==> config.mk <==
export PLATFORM = sky130hd
export DESIGN_NAME = crc32_append_stage
export DESIGN_NICKNAME = d
export VERILOG_FILES = /design/src/rtl/crc32_append_stage.sv
export SDC_FILE = /design/constraint.sdc
export NUM_CORES = 1
export LEC_CHECK = 0
export ABC_AREA = 1
export BUFFER_PORTS_ARGS = -buffer_cell sky130_fd_sc_hd__buf_2
export CAP_MARGIN = 20
export CELL_PAD_IN_SITES_DETAIL_PLACEMENT = 2
export CELL_PAD_IN_SITES_GLOBAL_PLACEMENT = 2
export CORE_ASPECT_RATIO = 1.2
export CORE_MARGIN = 4
export CORE_UTILIZATION = 36
export CTS_CLUSTER_SIZE = 16
export DETAILED_ROUTE_END_ITERATION = 8
export PLACE_DENSITY_LB_ADDON = 0.1
export SLEW_MARGIN = 20
export SYNTH_ARGS = -nofsm -noshare
export SYNTH_HDL_FRONTEND = slang
export SYNTH_SLANG_ARGS = --single-unit
export TNS_END_PERCENT = 100
==> constraint.sdc <==
create_clock -name clk -period 2.3 [get_ports clk]
set_input_delay 0.46 -clock clk [delete_from_list [all_inputs] [get_ports clk]]
set_output_delay 0.46 -clock clk [all_outputs]
set_load 0.1 [all_outputs]
==> src/rtl/crc32_append_stage.sv <==
// Byte-stream pass-through stage that appends a reflected CRC-32 (IEEE 802.3)
// after the last payload byte of each frame, least significant byte first.
`timescale 1ns/1ps
module crc32_append_stage #(
  parameter logic [31:0] CRC_INIT   = 32'hFFFF_FFFF,
  parameter logic [31:0] CRC_XOROUT = 32'hFFFF_FFFF
) (
  input  logic        clk,
  input  logic        rst_n,
  input  logic [7:0]  in_data,
  input  logic        in_valid,
  input  logic        in_last,
  output logic        in_ready,
  output logic [7:0]  out_data,
  output logic        out_valid,
  output logic        out_last,
  input  logic        out_ready,
  output logic        busy,
  output logic [15:0] frame_count
);

  localparam int unsigned DATA_W = 8;
  localparam int unsigned CRC_W  = 32;
  localparam int unsigned CNT_W  = 16;
  localparam logic [CRC_W-1:0] POLY_REFL = 32'hEDB8_8320;

  typedef enum logic [2:0] {PASS, APP0, APP1, APP2, APP3} state_t;

  state_t             state;
  logic [CRC_W-1:0]   crc;
  logic [CRC_W-1:0]   crc_final;
  logic [CRC_W-1:0]   crc_next;
  logic               run;
  logic               out_free;
  logic               accept;

  // One byte of the LSB-first CRC update, eight shift steps unrolled.
  function automatic logic [CRC_W-1:0] crc_byte(input logic [CRC_W-1:0] crc_in,
                                                input logic [DATA_W-1:0] d);
    logic [CRC_W-1:0] c;
    c = crc_in ^ {(CRC_W-DATA_W)'(0), d};
    for (int i = 0; i < DATA_W; i++) begin
      c = c[0] ? ((c >> 1) ^ POLY_REFL) : (c >> 1);
    end
    return c;
  endfunction

  // Output register can take a new byte when empty or when its byte leaves now.
  assign out_free = !out_valid || out_ready;
  // run gates in_ready until the first edge after reset release.
  assign in_ready = run && (state == PASS) && out_free;
  assign accept   = in_valid && in_ready;
  assign crc_next = crc_byte(crc, in_data);

  always_ff @(posedge clk or negedge rst_n) begin
    if (!rst_n) begin
      state       <= PASS;
      crc         <= CRC_INIT;
      crc_final   <= '0;
      run         <= 1'b0;
      out_data    <= '0;
      out_valid   <= 1'b0;
      out_last    <= 1'b0;
      busy        <= 1'b0;
      frame_count <= '0;
    end else begin
      run <= 1'b1;
      case (state)
        PASS: begin
          if (accept) begin
            out_data  <= in_data;
            out_valid <= 1'b1;
            out_last  <= 1'b0;
            crc       <= crc_next;
            busy      <= 1'b1;
            if (in_last) begin
              crc_final <= crc_next ^ CRC_XOROUT;
              state     <= APP0;
            end
          end else if (out_ready) begin
            out_valid <= 1'b0;
            out_last  <= 1'b0;
          end
        end
        APP0: begin
          if (out_free) begin
            out_data  <= crc_final[7:0];
            out_valid <= 1'b1;
            out_last  <= 1'b0;
            state     <= APP1;
          end
        end
        APP1: begin
          if (out_free) begin
            out_data  <= crc_final[15:8];
            out_valid <= 1'b1;
            out_last  <= 1'b0;
            state     <= APP2;
          end
        end
        APP2: begin
          if (out_free) begin
            out_data  <= crc_final[23:16];
            out_valid <= 1'b1;
            out_last  <= 1'b0;
            state     <= APP3;
          end
        end
        APP3: begin
          // First load the top CRC byte, then wait for it to transfer.
          if (out_valid && out_last) begin
            if (out_ready) begin
              out_valid   <= 1'b0;
              out_last    <= 1'b0;
              crc         <= CRC_INIT;
              busy        <= 1'b0;
              frame_count <= CNT_W'(frame_count + CNT_W'(1));
              state       <= PASS;
            end
          end else if (out_free) begin
            out_data  <= crc_final[31:24];
            out_valid <= 1'b1;
            out_last  <= 1'b1;
          end
        end
        default: state <= PASS;
      endcase
    end
  end

endmodule

==> flow_metrics.env <==
export IMPL_finalHoldViolCount=0
export IMPL_setup_viol=0
export IMPL_seq_power_share_pct=30.1
export IMPL_fp_dieH_um=140
export IMPL_yosysWarnings=0
export IMPL_status="complete, no violations"
export IMPL_cp_start_kind="register"
export IMPL_min_path_type="input port to async pin"
export IMPL_cp_end_kind="primary output"
export IMPL_layout_common_cells="nand2_1, inv_1, dfrtp_1, xor2_1, buf_2"
export IMPL_hpwl_um=12700
export IMPL_dr_pass1_iters=4
export IMPL_multi_input_area_mm2=0.00242
export IMPL_setup_tns_ps=0
export IMPL_die_area_mm2=0.0165
export IMPL_synth_top_family_by_area="simple AND/OR/NAND/NOR gates"
export IMPL_yosys_area_share_adder_pct=0.240
export IMPL_crit_start="out_valid"
export IMPL_std_cell_rows=47
export IMPL_regArea_mm2=0.00242
export IMPL_async_flop_share_pct=100
export IMPL_wl_per_cell_um=19.9
export IMPL_placedCellCount=848
export IMPL_ioPinCount=41
export IMPL_rsz0062_at_grt="no"
export IMPL_muxShareOfSynthArea_pct=0
export IMPL_final_cells=864
export IMPL_clockBufferDepth=2
export IMPL_ys_ff_latch=95
export IMPL_drive_gt1_share_pct=21.2
export IMPL_clkPwrFrac_pct=15.9
export IMPL_drt_total_wl_um=17200
export IMPL_die_w_um=118
export IMPL_syn_nets=647
export IMPL_vias=4450
export IMPL_power_density_mw_per_mm2=1630
export IMPL_synthCells=633
export IMPL_synth_ff_type="dfrtp_1"
export IMPL_grt_pass1_wl_um=27900
export IMPL_cts_made_buffers=9
export IMPL_hold_ws_ps=57.5
export IMPL_ant_nets=0
export IMPL_synth_avg_cell_area_um2=8.22
export IMPL_yosysUniqueCellTypes=47
export IMPL_switching_power_mw=4.87
export IMPL_cts_sinks=95
export IMPL_viasPerCell=5.15
export IMPL_place_ws_ps=47.5
export IMPL_nets=702
export IMPL_leakagePower_nw=3.02
export IMPL_share_comb_of_total_power_pct=54.0
export IMPL_synth_area_mm2=0.00520
export IMPL_slew_viol_final=0
export IMPL_ir_drop_mv=0.423
export IMPL_crit_fanout=4
export IMPL_htree_levels=3
export IMPL_io_buffer_count=40
export IMPL_sw_frac_of_total_pct=49.9
export IMPL_finalWeightedCongestion=0.837
export IMPL_cts_tree="built"
export IMPL_grt_ovfl_total=0
export IMPL_finalClockSkew_ps=13.4
export IMPL_antenna_found_initial=0
export IMPL_worst_slew_pin_slew_ps=533
export IMPL_first_iter_violations=141
export IMPL_worst_setup_path_type="register to primary output"
export IMPL_maxCapViolCount=0
export IMPL_grtUsageTotal_pct=21.8
export IMPL_area_delta_synth_final_pct=15.2
export IMPL_clkTransAtPathRegs_ps=80
export IMPL_core_mm2=0.0140
export IMPL_period_share_pct=93.0
export IMPL_arrival_ps=1680
export IMPL_grt_pass1_vias=4991
export IMPL_fin_crit_ps=2140
export IMPL_drcViolationCount=0
export IMPL_final_common_cell="nand2_1"
export IMPL_r2r_start="out_valid"
export IMPL_setup_slack_ps=161
export IMPL_cp_required_ps=1840
export IMPL_ys_seq_area_share_pct=46.4
export IMPL_power_mw=9.76
export IMPL_max_freq_mhz=468
export IMPL_synth_xor_area_share_pct=12.2
export IMPL_antennaDiodeCount=0
export IMPL_cts_root_buffer="clkbuf_16"
export IMPL_relSlewSlack_pct=64.2
export IMPL_synth_edff_count=0
export IMPL_initial_core_util_pct=37.2
export IMPL_p_int_mw=4.89
export IMPL_insertion_delay_ps=350
export IMPL_yosys_area_share_simple_pct=25.4
export IMPL_fill_cells=1621
export IMPL_synth_compound_area_share_pct=8.37
export IMPL_grt_max_degree=43
[power groups by stage]
| stage | clock (mW) | combinational [mW] | sequential, mW |
|---|---|---|---|
| 2_1_floorplan | 0 | 3.13 | 3.45 |
| 3_3_place_gp | 0 | 5.00 | 2.92 |
| 3_5_place_dp | 0 | 5.22 | 2.96 |
| 4_1_cts | 1.60 | 5.31 | 2.94 |
| 5_1_grt | 1.68 | 5.78 | 3.02 |
| 6_report | 1.56 | 5.27 | 2.93 |
[cells in the mapped netlist, types with 3 or more instances]
| cell type | n | area (um2) |
|---|---|---|
| a21oi_1 | 9 | 45.0 |
| a2bb2oi_1 | 3 | 26.3 |
| buf_2 | 6 | 30.0 |
| buf_4 | 3 | 22.5 |
| dfrtp_1 | 63 | 1580 |
| dfstp_2 | 32 | 841 |
| inv_1 | 72 | 270 |
| inv_2 | 7 | 26.3 |
| nand2_1 | 210 | 788 |
| nand2_2 | 12 | 75.1 |
| nand3_1 | 27 | 135 |
| nand4_1 | 6 | 37.5 |
| nor2_1 | 16 | 60.1 |
| nor2_2 | 3 | 18.8 |
| nor2_4 | 4 | 45.0 |
| nor3_2 | 3 | 30.0 |
| o21ai_0 | 27 | 135 |
| o21ai_1 | 15 | 75.1 |
| o22ai_1 | 12 | 75.1 |
| xnor2_1 | 17 | 149 |
| xor2_1 | 52 | 455 |
[routing by layer]
layer / global-route usage (%) / up-vias / wire length [um] / share of wire [%]
li1: - / 2091 / - / -
met1: 27.4 / 2300 / 7770 / 45
met2: 39.4 / 43 / 8980 / 52
met3: 2.48 / 16 / 249 / 1.4
met4: 6.17 / 0 / 227 / 1.3
met5: 0 / - / 0 / 0
[critical path, stage by stage (launching register included)]
cell,delay [ps]
dfrtp_4,500
inv_2,50
nor2_1,50
inv_1,80
nand2_2,60
nor2_4,130
buf_2,440
[logic make-up (layout without fill, tap and decap cells)]
| kind of cell | count (synthesis) | count (layout) |
|---|---|---|
| other | 1 | 1 |
| buffers and inverters | 93 | 153 |
| xor gates and xnor gates | 71 | 71 |
| DFF | 95 | 95 |
| adders and majority gates | 1 | 1 |
| AOI/OAI and AO/OA | 76 | 76 |
| and+or+nand+nor | 296 | 296 |
[area by class of cell]
cell class                      count  share of cell area, %
Clock buffer                       11                   4.05
Clock inverter                      5                  0.960
Inverter                           81                   5.11
Multi-Input combinational cell    445                   40.4
Sequential cell                    95                   40.4
Tap cell                          171                   3.57
Timing Repair Buffer               56                   5.59
[final timing paths]
check	cells after the start	slack [ps]	to
worst min register to register	1	470	frame_count[15]
min in group clk	3	390	out_data[6]
worst min-delay path	1	60	out_last
max in group asynchronous	2	1490	crc[24]
worst max register to register	12	170	crc[18]
worst max-delay path	6	160	in_ready
[stage by stage]
step                      util [%]  cell area (um2)
after CTS                     42.8             5990
after floorplan                  -             5220
after global routing          42.8             6000
after detailed placement      40.6             5690
final                         42.8             6000
after global placement        40.6             5690
[flip-flops by register name, summed over array words and instances (netlist names)]
signal / cells
crc: 32
out_valid: 1
out_data: 8
run: 1
busy: 1
frame_count: 16
crc_final: 32
out_last: 1
state: 3
[timing repair]
action | in CTS | in global routing
gates resized for setup | 0 | 2
buffers inserted | 0 | 0
hold endpoints to repair | 0 | 0
hold buffers | 0 | 0
endpoints found under the setup margin | 0 | 1
Power figures use the tool's default switching activity.
